`src/rtl/gcd_pkg.sv`:
```
// Shared types for the GCD engine: FSM states, algorithm select, shift-count width.
package gcd_pkg;

   typedef enum logic [1:0] {
      IDLE,
      RUN,
      DONE
   } state_e;

   typedef enum logic {
      MODE_SUB = 1'b0,
      MODE_BIN = 1'b1
   } mode_e;

   // Stein can strip at most BusSize common factors of two, so k needs to hold 0..BusSize.
   function automatic int k_width(input int bus_size);
      return $clog2(bus_size + 1);
   endfunction

endpackage

```
`src/rtl/gcd_engine_if.sv`:
```
// Operand-in and result-out valid/ready channels of the GCD engine.
interface gcd_engine_if #(
   parameter int BusSize = 8,
   parameter int CycW    = 16
);
   logic               in_valid_i;
   logic               in_ready_o;
   logic [BusSize-1:0] a_i;
   logic [BusSize-1:0] b_i;
   logic               mode_i;
   logic               out_valid_o;
   logic               out_ready_i;
   logic [BusSize-1:0] gcd_o;
   logic [CycW-1:0]    cycles_o;
   logic               busy_o;

   modport slave (
      input  in_valid_i, a_i, b_i, mode_i, out_ready_i,
      output in_ready_o, out_valid_o, gcd_o, cycles_o, busy_o
   );

   modport master (
      output in_valid_i, a_i, b_i, mode_i, out_ready_i,
      input  in_ready_o, out_valid_o, gcd_o, cycles_o, busy_o
   );
endinterface

```
`src/rtl/gcd_step.sv`:
```
// One combinational GCD iteration for either Euclid-by-subtraction or binary (Stein).
// result is only meaningful when eq is set; nA/nB/nk are then don't-care.
module gcd_step
   import gcd_pkg::*;
#(
   parameter int  BusSize = 8,
   localparam int KW      = k_width(BusSize)
) (
   input  logic [BusSize-1:0] a,
   input  logic [BusSize-1:0] b,
   input  logic [KW-1:0]      k,
   input  mode_e              mode,
   output logic [BusSize-1:0] na,
   output logic [BusSize-1:0] nb,
   output logic [KW-1:0]      nk,
   output logic               eq,
   output logic [BusSize-1:0] result
);

   always_comb begin
      na     = a;
      nb     = b;
      nk     = k;
      eq     = (a == b);
      result = a;
      if (mode == MODE_SUB) begin
         if (a < b) begin
            na = b;
            nb = a;
         end else begin
            na = a - b;
         end
      end else begin
         // gcd <= min(a,b), so the restored power of two always fits in BusSize.
         result = a << k;
         if (!a[0] && !b[0]) begin
            na = a >> 1;
            nb = b >> 1;
            nk = k + KW'(1);
         end else if (!a[0]) begin
            na = a >> 1;
         end else if (!b[0]) begin
            nb = b >> 1;
         end else if (a > b) begin
            na = (a - b) >> 1;
         end else begin
            nb = (b - a) >> 1;
         end
      end
   end

endmodule

```
`src/rtl/gcd_engine.sv`:
```
// GCD engine: one algorithm step per cycle, result valid cycles+1 edges after accept (zero operand: next cycle).
// Holds result in DONE until out_ready_i; no new pair is accepted until the result has been taken.
module gcd_engine
   import gcd_pkg::*;
#(
   parameter int BusSize = 8,
   parameter int CycW    = 16
) (
   input  logic        clk_i,
   input  logic        rst_ni,
   gcd_engine_if.slave bus
);

   localparam int KW = k_width(BusSize);

   state_e             state_q, state_d;
   logic [BusSize-1:0] a_q, a_d, b_q, b_d, gcd_q, gcd_d;
   logic [KW-1:0]      k_q, k_d;
   mode_e              mode_q, mode_d;
   logic [CycW-1:0]    cnt_q, cnt_d;

   logic [BusSize-1:0] step_a, step_b, step_result;
   logic [KW-1:0]      step_k;
   logic               step_eq;

   gcd_step #(.BusSize(BusSize)) u_step (
      .a      (a_q),
      .b      (b_q),
      .k      (k_q),
      .mode   (mode_q),
      .na     (step_a),
      .nb     (step_b),
      .nk     (step_k),
      .eq     (step_eq),
      .result (step_result)
   );

   always_ff @(posedge clk_i) begin
      if (!rst_ni) begin
         state_q <= IDLE;
         a_q     <= '0;
         b_q     <= '0;
         k_q     <= '0;
         mode_q  <= MODE_SUB;
         cnt_q   <= '0;
         gcd_q   <= '0;
      end else begin
         state_q <= state_d;
         a_q     <= a_d;
         b_q     <= b_d;
         k_q     <= k_d;
         mode_q  <= mode_d;
         cnt_q   <= cnt_d;
         gcd_q   <= gcd_d;
      end
   end

   always_comb begin
      state_d = state_q;
      a_d     = a_q;
      b_d     = b_q;
      k_d     = k_q;
      mode_d  = mode_q;
      cnt_d   = cnt_q;
      gcd_d   = gcd_q;
      case (state_q)
         IDLE: begin
            if (bus.in_valid_i) begin
               a_d    = bus.a_i;
               b_d    = bus.b_i;
               mode_d = mode_e'(bus.mode_i);
               k_d    = '0;
               cnt_d  = '0;
               // A zero operand has a closed-form answer; skip RUN entirely.
               if (bus.a_i == '0 || bus.b_i == '0) begin
                  gcd_d   = bus.a_i | bus.b_i;
                  state_d = DONE;
               end else begin
                  state_d = RUN;
               end
            end
         end
         RUN: begin
            if (cnt_q != '1) cnt_d = cnt_q + CycW'(1);
            if (step_eq) begin
               gcd_d   = step_result;
               state_d = DONE;
            end else begin
               a_d = step_a;
               b_d = step_b;
               k_d = step_k;
            end
         end
         DONE: begin
            if (bus.out_ready_i) state_d = IDLE;
         end
         default: state_d = IDLE;
      endcase
   end

   assign bus.in_ready_o  = (state_q == IDLE);
   assign bus.out_valid_o = (state_q == DONE);
   assign bus.busy_o      = (state_q != IDLE);
   assign bus.gcd_o       = gcd_q;
   assign bus.cycles_o    = cnt_q;

endmodule

```
`src/flat_wrapper.sv`:
```
// flat-port wrapper written by rule: the top's interface ports become plain ports
module gcd_engine_flat import gcd_pkg::*;
#(
   parameter int BusSize = 8,
   parameter int CycW    = 16
)
  (clk_i, rst_ni, bus_in_valid_i, bus_a_i, bus_b_i, bus_mode_i, bus_out_ready_i, bus_in_ready_o, bus_out_valid_o, bus_gcd_o, bus_cycles_o, bus_busy_o);
  gcd_engine_if #(.BusSize(BusSize), .CycW(CycW)) bus_i ();
  input  logic clk_i;
  input  logic rst_ni;
  input wire logic [$bits(bus_i.in_valid_i)-1:0] bus_in_valid_i;
  input wire logic [$bits(bus_i.a_i)-1:0] bus_a_i;
  input wire logic [$bits(bus_i.b_i)-1:0] bus_b_i;
  input wire logic [$bits(bus_i.mode_i)-1:0] bus_mode_i;
  input wire logic [$bits(bus_i.out_ready_i)-1:0] bus_out_ready_i;
  output wire logic [$bits(bus_i.in_ready_o)-1:0] bus_in_ready_o;
  output wire logic [$bits(bus_i.out_valid_o)-1:0] bus_out_valid_o;
  output wire logic [$bits(bus_i.gcd_o)-1:0] bus_gcd_o;
  output wire logic [$bits(bus_i.cycles_o)-1:0] bus_cycles_o;
  output wire logic [$bits(bus_i.busy_o)-1:0] bus_busy_o;
  assign bus_i.in_valid_i = bus_in_valid_i;
  assign bus_i.a_i = bus_a_i;
  assign bus_i.b_i = bus_b_i;
  assign bus_i.mode_i = bus_mode_i;
  assign bus_i.out_ready_i = bus_out_ready_i;
  assign bus_in_ready_o = bus_i.in_ready_o;
  assign bus_out_valid_o = bus_i.out_valid_o;
  assign bus_gcd_o = bus_i.gcd_o;
  assign bus_cycles_o = bus_i.cycles_o;
  assign bus_busy_o = bus_i.busy_o;
  gcd_engine #(.BusSize(BusSize), .CycW(CycW)) u_core (.clk_i(clk_i), .rst_ni(rst_ni), .bus(bus_i));
endmodule
```
`config.mk`:
```
export PLATFORM = sky130hd
export DESIGN_NAME = gcd_engine_flat
export DESIGN_NICKNAME = d
export VERILOG_FILES = /design/src/rtl/gcd_pkg.sv /design/src/rtl/gcd_engine_if.sv /design/src/rtl/gcd_step.sv /design/src/rtl/gcd_engine.sv /design/src/flat_wrapper.sv
export SDC_FILE = /design/constraint.sdc
export NUM_CORES = 1
export LEC_CHECK = 0
export CORE_UTILIZATION = 51
export CTS_CLUSTER_DIAMETER = 50
export DETAILED_ROUTE_END_ITERATION = 16
export PLACE_DENSITY = 0.78
export REMOVE_ABC_BUFFERS = 1
export SLEW_MARGIN = 30
export SYNTH_ARGS = -nofsm -noshare
export SYNTH_HDL_FRONTEND = slang
export SYNTH_SLANG_ARGS = --single-unit
export TNS_END_PERCENT = 20
```
`constraint.sdc`:
```
create_clock -name clk_i -period 2.42 [get_ports clk_i]
set_input_delay 0.605 -clock clk_i [delete_from_list [all_inputs] [get_ports clk_i]]
set_output_delay 0.605 -clock clk_i [all_outputs]
set_load 0.005 [all_outputs]
```
== Word-level counts from Yosys, hierarchy flattened ==
Index checks and enable logic that the tools add are counted.
Storage, ports and cells
  output and inout port bits: 27
  input port bits: 21
  register bits: 47
  word-level logic and storage cells: 88
Operators by class
  shift operators: 1
  equality and inequality tests: 17
  add/sub/neg operators: 4
  magnitude comparators: 2
  bitwise logic cells: 1
  reduce and logical (&&, ||, !) cells: 18
  muxes and demuxes: 36
Operators with widths (number)
  8-bit two-way mux: 20
  8-bit case mux with 2 select lines: 3
  16-bit two-way mux: 2
  16-bit case mux with 2 select lines: 1
  16-bit by 1-bit adder with 16-bit output (second input constant): 1
  8-bit zero test: 2
  4-bit two-way mux: 4
  16-bit inequality test (second input constant): 1
  8-bit subtractor: 2
  5-bit inequality test (second input constant): 3
  5-bit AND reduction: 3
  3-bit AND reduction: 3
  8-bit equality test: 1
  8-bit > comparator: 1
  8-bit less-than comparator: 1
  2-bit two-way mux: 4
  2-bit by 1-bit inequality test with 1-bit output (second input constant): 4
  2-bit inequality test (second input constant): 4
  8-bit OR: 1
  4-bit case mux with 2 select lines: 1
  8-bit by 4-bit << shifter with 8-bit output: 1
  2-bit case mux with 3 select lines: 1
  6-bit AND reduction: 1
  4-bit by 1-bit adder with 4-bit output (second input constant): 1
  11 further kinds: 13

== Depth between registers and ports, before layout ==
Gate-level depths: netlist of run 1.
  word-level depth: 8
  gate-level depth with buffers: 10
  depth with buffers taken out: 9

== Cells and area by module ==
A second synthesis of run 1 with hierarchy kept.
Unflattened totals
  cells, all modules: 551
  area, all modules: 4285.4 µm²
By module, submodules not included
  gcd_engine: times used 1, area each 2367.3 µm², cells an instance 282, seq. area each 940.9 µm²
  gcd_step: times used 1, area each 1918.1 µm², cells an instance 269, seq. area each 0.0 µm²

== Worst setup path before layout of run 1 ==
OpenSTA, ideal clock, no wires.
  path kind: register -> register
  start: register u_core.a_q[0]
  end: register u_core.a_q[4]
  library setup time: 0.091 ns
  stages on the path, launching flop included: 10
  data required time: 2.329 ns
  path buffers: 0
  period minus slack after synthesis: 2.591 ns
  data arrival time: 2.500 ns
  slack: -0.171 ns
  cells stage by stage: dfxtp_1 > inv_2 > ha_1 > fa_1 > nor2b_4 > o31a_4 > a41oi_4 > nor3_1 > or3b_1 > a311oi_1
On the way
  cells in the longest elaborated chain, start to end: 8
  elaborated cells between the ends (all ways): 18
  classes of those cells: add/sub (1); order compare (2); eq/ne (4); mux (8); reduce/logical (3)
RTL lines
  start, declared: line gcd_engine.sv:17  | logic [BusSize-1:0] a_q, a_d, b_q, b_d, gcd_q, gcd_d;
  start signal, assigned: line gcd_engine.sv:41  | a_q <= '0;
  start signal, assigned: line gcd_engine.sv:49  | a_q <= a_d;
  8-bit subtractor: line gcd_step.sv:31, gcd_step.sv:45
  8-bit two-way mux: line gcd_step.sv:44  | end else if (a > b) begin
  8-bit two-way mux: line gcd_step.sv:42  | end else if (!b[0]) begin
  8-bit two-way mux: line gcd_step.sv:40  | end else if (!a[0]) begin
  8-bit two-way mux: line gcd_step.sv:36  | if (!a[0] && !b[0]) begin
  8-bit two-way mux: line gcd_step.sv:26  | if (mode == MODE_SUB) begin
  8-bit two-way mux: line gcd_engine.sv:85  | if (step_eq) begin
  8-bit case mux with 2 select lines: line gcd_engine.sv:66  | case (state_q)
Several ways; a longest one is shown, not always the timed one. The select of a mux whose other input is x is not followed.
A chain may end at the register's enable or synchronous reset.

== Worst setup path in the final report of run 1 ==
  start: register u_core.a_q[0]
  end: register u_core.a_q[2]
Same word-level chain as after synthesis.

==> results of run 1 <==
## synth_stat cells, drive strengths merged (2+ instances only)
cell and count:
dfxtp 47, nor2 47, a21oi 44, nand2 39, o21ai 32, inv 25
ha 18, nand3 18, nor3 15, clkbuf 13, mux2i 13, a31oi 12
buf 12, o31ai 10, xor2 10, a211oi 9, nand2b 8, or3 8
nand4 7, xnor2 7, a21o 6, a311oi 6, o21a 6, nor2b 5
a222oi 4, mux2 4, nor4 4, o21bai 4, a211o 3, a221oi 3
o31a 3, a21boi 2, and2 2, fa 2, o311ai 2, or2 2
or4 2
## power groups by stage
stage	sequential (uW)	combinational [uW]	clock (uW)
3_3_place_gp	927	2100	0
5_1_grt	933	2610	742
4_1_cts	913	2180	707
3_5_place_dp	930	2140	0
2_1_floorplan	952	1250	0
6_report	925	2460	707
## what timing repair did
action,in CTS,in global routing
pin swaps,3,14
setup endpoints to repair,15,28
gates resized for setup,3,27
setup buffers,0,7
gates cloned,0,1
hold buffers,0,0
## cells by family after synthesis
| family | synth area share [%] |
|---|---|
| simple gates | 21.5 |
| compound gates | 29.8 |
| buf+inv | 5.88 |
| flops | 25.9 |
| fa+ha+maj | 7.29 |
| mux | 5.64 |
| xor+xnor | 4.09 |
## worst min-delay path: cells and delay by family (launching register included)
family / cells / cell delay, ns
AOI/OAI and AO/OA: 1 / 0.06
DFF: 1 / 0.33
and+or+nand+nor: 1 / 0.06
## per-layer routing
metal	global-route usage (%)	wire [microns]	vias up
met1	42.1	5040	1978
met4	17.4	728	0
met3	5.24	1100	71
li1	-	-	1963
met2	53.6	5760	264
met5	0	0	-
## cell type report
cell class | instances | share of cell area (%)
Multi-Input combinational cell | 377 | 52.3
Timing Repair Buffer | 124 | 21.8
Sequential cell | 47 | 18.9
Tap cell | 96 | 2.41
Inverter | 25 | 1.88
Clock buffer | 6 | 1.45
Clock inverter | 2 | 1.20
## final timing paths
kind	end	slack (ns)	cells past startpoint	start
worst max-delay path	u_core.a_q[2]$_SDFFE_PN0P_	-0.08	9	u_core.a_q[0]$_SDFFE_PN0P_
worst min-delay path	u_core.bus.gcd_o[6]$_SDFFE_PN0P_	0.49	2	u_core.bus.gcd_o[6]$_SDFFE_PN0P_
worst min register to register	u_core.bus.gcd_o[6]$_SDFFE_PN0P_	0.49	2	u_core.bus.gcd_o[6]$_SDFFE_PN0P_
worst max register to register	u_core.a_q[2]$_SDFFE_PN0P_	-0.08	9	u_core.a_q[0]$_SDFFE_PN0P_
## registers in the layout, summed over array words and instances, names as in the netlist
signal and count:
u_core.b_q 8, u_core.bus.gcd_o 8, u_core.state_q 2, u_core.k_q 4
u_core.bus.cycles_o 16, u_core.mode_q 1, u_core.a_q 8
## through the flow
step	cells	hold WS, ns	cell area (sq um)	total power, uW
after floorplan	449	0.448	3520	2200
after global placement	661	0.457	4640	3030
after detailed placement	661	0.469	4640	3070
after CTS	669	0.486	4790	3800
after global routing	677	0.515	4990	4280
final	677	0.486	4990	4090
==> flow_metrics.tcl, run 1 <==
set metrics [dict create \
    dp_slack_ns -0.184 \
    area_growth_pct 37.1 \
    violations "setup timing" \
    antenna_found_initial 0 \
    fillCellCount 535 \
    avgViaCountPerCell 6.32 \
    drive_gt1_share_pct 20.5 \
    ioPinCount 48 \
    worstSkewPairLatency_ns 0.31 \
    num_rows 30 \
    grt_pass1_vias 3832 \
    max_clock_freq_ghz 0.400 \
    min_path_type "reg2reg" \
    cpLargestDelayFamily "compound AO/OA/AOI/OAI gates" \
    grt_overflow 0 \
    fin_crit_sh_pct 103 \
    synth_top_area_share_pct 25.9 \
    seqPwrFrac_pct 22.6 \
    p_int_uw 2420 \
    arrival_ns 2.69 \
    cp-end-kind "flop" \
    yosysWarnings 0 \
    multi_input_area_sq_um 2610 \
    yosysSeqAreaShare_pct 25.9 \
    design.core.area_sq_um 6830 \
    drc 0 \
    die_h_microns 86.5 \
    path_clk_slew_ns 0.10 \
    slew_headroom_pct 55.9 \
    fin_ws_ns -0.0772 \
    power_leakage_uw 0.00190 \
    vdd_drop_max_uv 572 \
    required_ns 2.61 \
    crit_path_start_kind "flop" \
    synthTopCellsByArea "dfxtp_1, ha_1, a21oi_1" \
    finalSetupTns_ns -0.0772 \
    root_buffer "clkbuf_8" \
    swShare_pct 40.8 \
    cap_violations 0 \
    async_flop_share_pct 0 \
    regArea_sq_um 945 \
    fin_nets 621 \
    synth_cell_types 69 \
    crit_type "reg2reg" \
    drt_iter0_markers 407 \
    fin_util_pct 73.0 \
    syn_inst 474 \
    grt_max_degree 27 \
    synth_area_sq_um 3640 \
    cts_tree "done" \
    p_clk_share_pct 17.3 \
    antenna_cells 0 \
    h-tree-depth 2 \
    rsz0062_at_grt "yes" \
    combinationalPowerShare_pct 60.1 \
    mostFrequentLayoutCells "buf_4, nor2_1, clkdlybuf4s50_1, dfxtp_1, a21oi_1" \
    tightest_slew_ns 0.659 \
    setup_violations 1 \
    synth-seq-cells 47 \
    cp_max_fo 5 \
    vias 4276 \
    grt_pass1_wl_microns 19200 \
    fp.dieW_microns 86.5 \
    hpwl_microns 9460 \
    fin_crit_ns 2.50 \
    final-hold-violation-count 0 \
    slowest_stage "fa_2" \
    postRouteAntennaNets 0 \
    clock_path_buffers 2 \
    slowest_delay_ns 0.38 \
    track_usage_pct 33.0 \
    crit_buf_inv 1 \
    synth_area_per_cell_sq_um 7.68 \
    clock_skew_ns 0.0107 \
    dominantRegCellSynth "dfxtp_1" \
    clock_sinks 47 \
    io_buffers 47 \
    crit_chain "inv_2 -> ha_4 -> fa_2 -> nor2b_4 -> o31a_4 -> a41o_4 -> mux2_4 -> a222oi_1 -> a311oi_1" \
    die_area_sq_um 7480 \
    routedWlPerCell_microns 18.6 \
    cts_buffers 5 \
    status "finished, violations left" \
    synth_edf_count 0 \
    drv_slew 0 \
    place_congestion 0.930 \
    layout_commonest_cell "buf_4" \
    synth_top_area_cell "dfxtp_1" \
    drt_wl_total_microns 12600 \
    switchingPower_uw 1670 \
    power_density_nw_per_um2 819 \
    start_util_pct 53.3 \
    dr.pass1.iters 5 \
]
Power figures use the tool's default switching activity.
==> inputs of run 2 (changes only) <==
--- a/config.mk
+++ b/config.mk
@@ -8,9 +8,10 @@
 export CORE_UTILIZATION = 51
 export CTS_CLUSTER_DIAMETER = 50
 export DETAILED_ROUTE_END_ITERATION = 16
+export GPL_ROUTABILITY_DRIVEN = 0
 export PLACE_DENSITY = 0.78
 export REMOVE_ABC_BUFFERS = 1
-export SLEW_MARGIN = 30
+export SLEW_MARGIN = 20
 export SYNTH_ARGS = -nofsm -noshare
 export SYNTH_HDL_FRONTEND = slang
 export SYNTH_SLANG_ARGS = --single-unit
==> run 2 against run 1 <==
Against the previous run: critical endpoint is now u_core.a_q[6]$_SDFFE_PN0P_; clock skew is 0.0022 ns higher; sequential share of layout area is 0.12 points higher; maximum frequency rose by 4.1%; the flow now finishes without violations.
==> flow_metrics.tcl, run 2 (synthesis gave the netlist of run 1 again) <==
set metrics [dict create \
    drt_iter0_markers 592 \
    placedCellCount 660 \
    combinationalPowerShare_pct 61.0 \
    vdd_drop_max_uv 707 \
    slowest_stage "fa_2" \
    swShare_pct 41.9 \
    ioPinCount 48 \
    vias 4314 \
    largest_reg_flops 16 \
    slowest_delay_ns 0.38 \
    switchingPower_uw 1750 \
    fin_nets 615 \
    cp-end-kind "flop" \
    antenna_found_initial 0 \
    fp.dieW_microns 86.5 \
    power_density_nw_per_um2 840 \
    rsz0062_at_grt "yes" \
    dr.pass1.iters 6 \
    whs_ns 0.475 \
    drive_gt1_share_pct 20.7 \
    hpwl_microns 9300 \
    fillCellCount 538 \
    routedWlPerCell_microns 19.0 \
    crit_path_start_kind "flop" \
    crit_chain "inv_2 -> ha_4 -> fa_2 -> nor2b_4 -> o31a_4 -> a41oi_4 -> buf_6 -> buf_4 -> nor2_4 -> a21oi_1 -> o311a_1" \
    fin_util_pct 72.7 \
    postRouteAntennaNets 0 \
    p_clk_share_pct 17.0 \
    r2r_slack_ns 0.02 \
    min_path_type "reg2reg" \
    multi_input_area_sq_um 2640 \
    design.core.area_sq_um 6830 \
    setup_violations 0 \
    seqPwrFrac_pct 22.1 \
    clock_path_buffers 2 \
    cap_violations 0 \
    track_usage_pct 32.5 \
    clock_skew_ns 0.0130 \
    start_util_pct 53.3 \
    root_buffer "clkbuf_8" \
    area_growth_pct 36.4 \
    slew_headroom_pct 54.9 \
    avgViaCountPerCell 6.43 \
    io_buffers 47 \
    fin_crit_sh_pct 99.1 \
    max_clock_freq_ghz 0.417 \
    dpl-instance-area_sq_um 4620 \
    drt_wl_total_microns 12800 \
    layout_commonest_cell "buf_4" \
    clock_sinks 47 \
    tightest_slew_ns 0.674 \
    final-hold-violation-count 0 \
    status "complete, no violations" \
    worstSkewPairLatency_ns 0.32 \
    holdBufCountCts 0 \
    design_area_sq_um 4960 \
    mostFrequentLayoutCells "buf_4, clkdlybuf4s50_1, nor2_1, dfxtp_1, a21oi_1" \
    grt_pass1_vias 3856 \
    h-tree-depth 2 \
    grt_pass1_wl_microns 18800 \
    finalPower_uw 4170 \
    regArea_sq_um 946 \
    crit_buf_inv 3 \
    num_rows 30 \
    die_area_sq_um 7480 \
    required_ns 2.62 \
    cts_tree "done" \
    antenna_cells 0 \
    fin_crit_ns 2.40 \
    crit_type "reg2reg" \
    drv_slew 0 \
    path_clk_slew_ns 0.10 \
    grt_max_degree 23 \
    arrival_ns 2.60 \
    cpLargestDelayFamily "compound AO/OA/AOI/OAI gates" \
    cp_max_fo 4 \
    grt_overflow 0 \
    stdcell_count 671 \
    die_h_microns 86.5 \
    power_leakage_uw 0.00186 \
    cts_buffers 5 \
    drc 0 \
    p_int_uw 2420 \
]
run 2: stage by stage:
step / worst slack [ns] / TNS [ns]
CTS: 0.0104 / 0
floorplan: -0.249 / -1.36
global placement: -0.131 / -0.779
global route: -0.0423 / -0.172
finish: 0.0218 / 0
detailed placement: -0.180 / -2.01
run 2: final timing paths:
kind | from | end | cells past startpoint
worst max-delay path | u_core.a_q[0]$_SDFFE_PN0P_ | u_core.a_q[6]$_SDFFE_PN0P_ | 11
worst min-delay path | u_core.bus.gcd_o[6]$_SDFFE_PN0P_ | u_core.bus.gcd_o[6]$_SDFFE_PN0P_ | 2
worst max register to register | u_core.a_q[0]$_SDFFE_PN0P_ | u_core.a_q[6]$_SDFFE_PN0P_ | 11
worst min register to register | u_core.bus.gcd_o[6]$_SDFFE_PN0P_ | u_core.bus.gcd_o[6]$_SDFFE_PN0P_ | 2
run 2: what timing repair did:
item | CTS | global route
resized for setup | 13 | 25
endpoints found under the setup margin | 16 | 19
buffers inserted | 0 | 2
pin swaps | 1 | 9
cloned | 0 | 1
run 2: tightest hold or removal path, cell delays in order (launching register included):
cell and delay [ns]:
dfxtp_1 0.32, nand2_1 0.05, o22ai_1 0.06
run 2: metal layers:
metal	part of all wire (%)	global-route usage, %
met4	6.5	15.8
met1	38	39.5
met5	0	0
met2	46	54.8
met3	9.4	6.38
run 2: area by class of cell:
cell class	count	share of cell area, %
inverters	25	1.89
repair buffers	118	20.7
clock inverters	2	1.21
multi-input cells	377	53.3
clock buffers	6	1.46
flip-flops and latches	47	19.1
well taps	96	2.42
run 2: power by group through the flow:
stage          sequential (uW)  combinational (uW)  clock [uW]
2_1_floorplan              952                1250           0
3_3_place_gp               925                2120           0
3_5_place_dp               928                2180           0
4_1_cts                    911                2260         707
5_1_grt                    927                2690         740
6_report                   921                2540         708
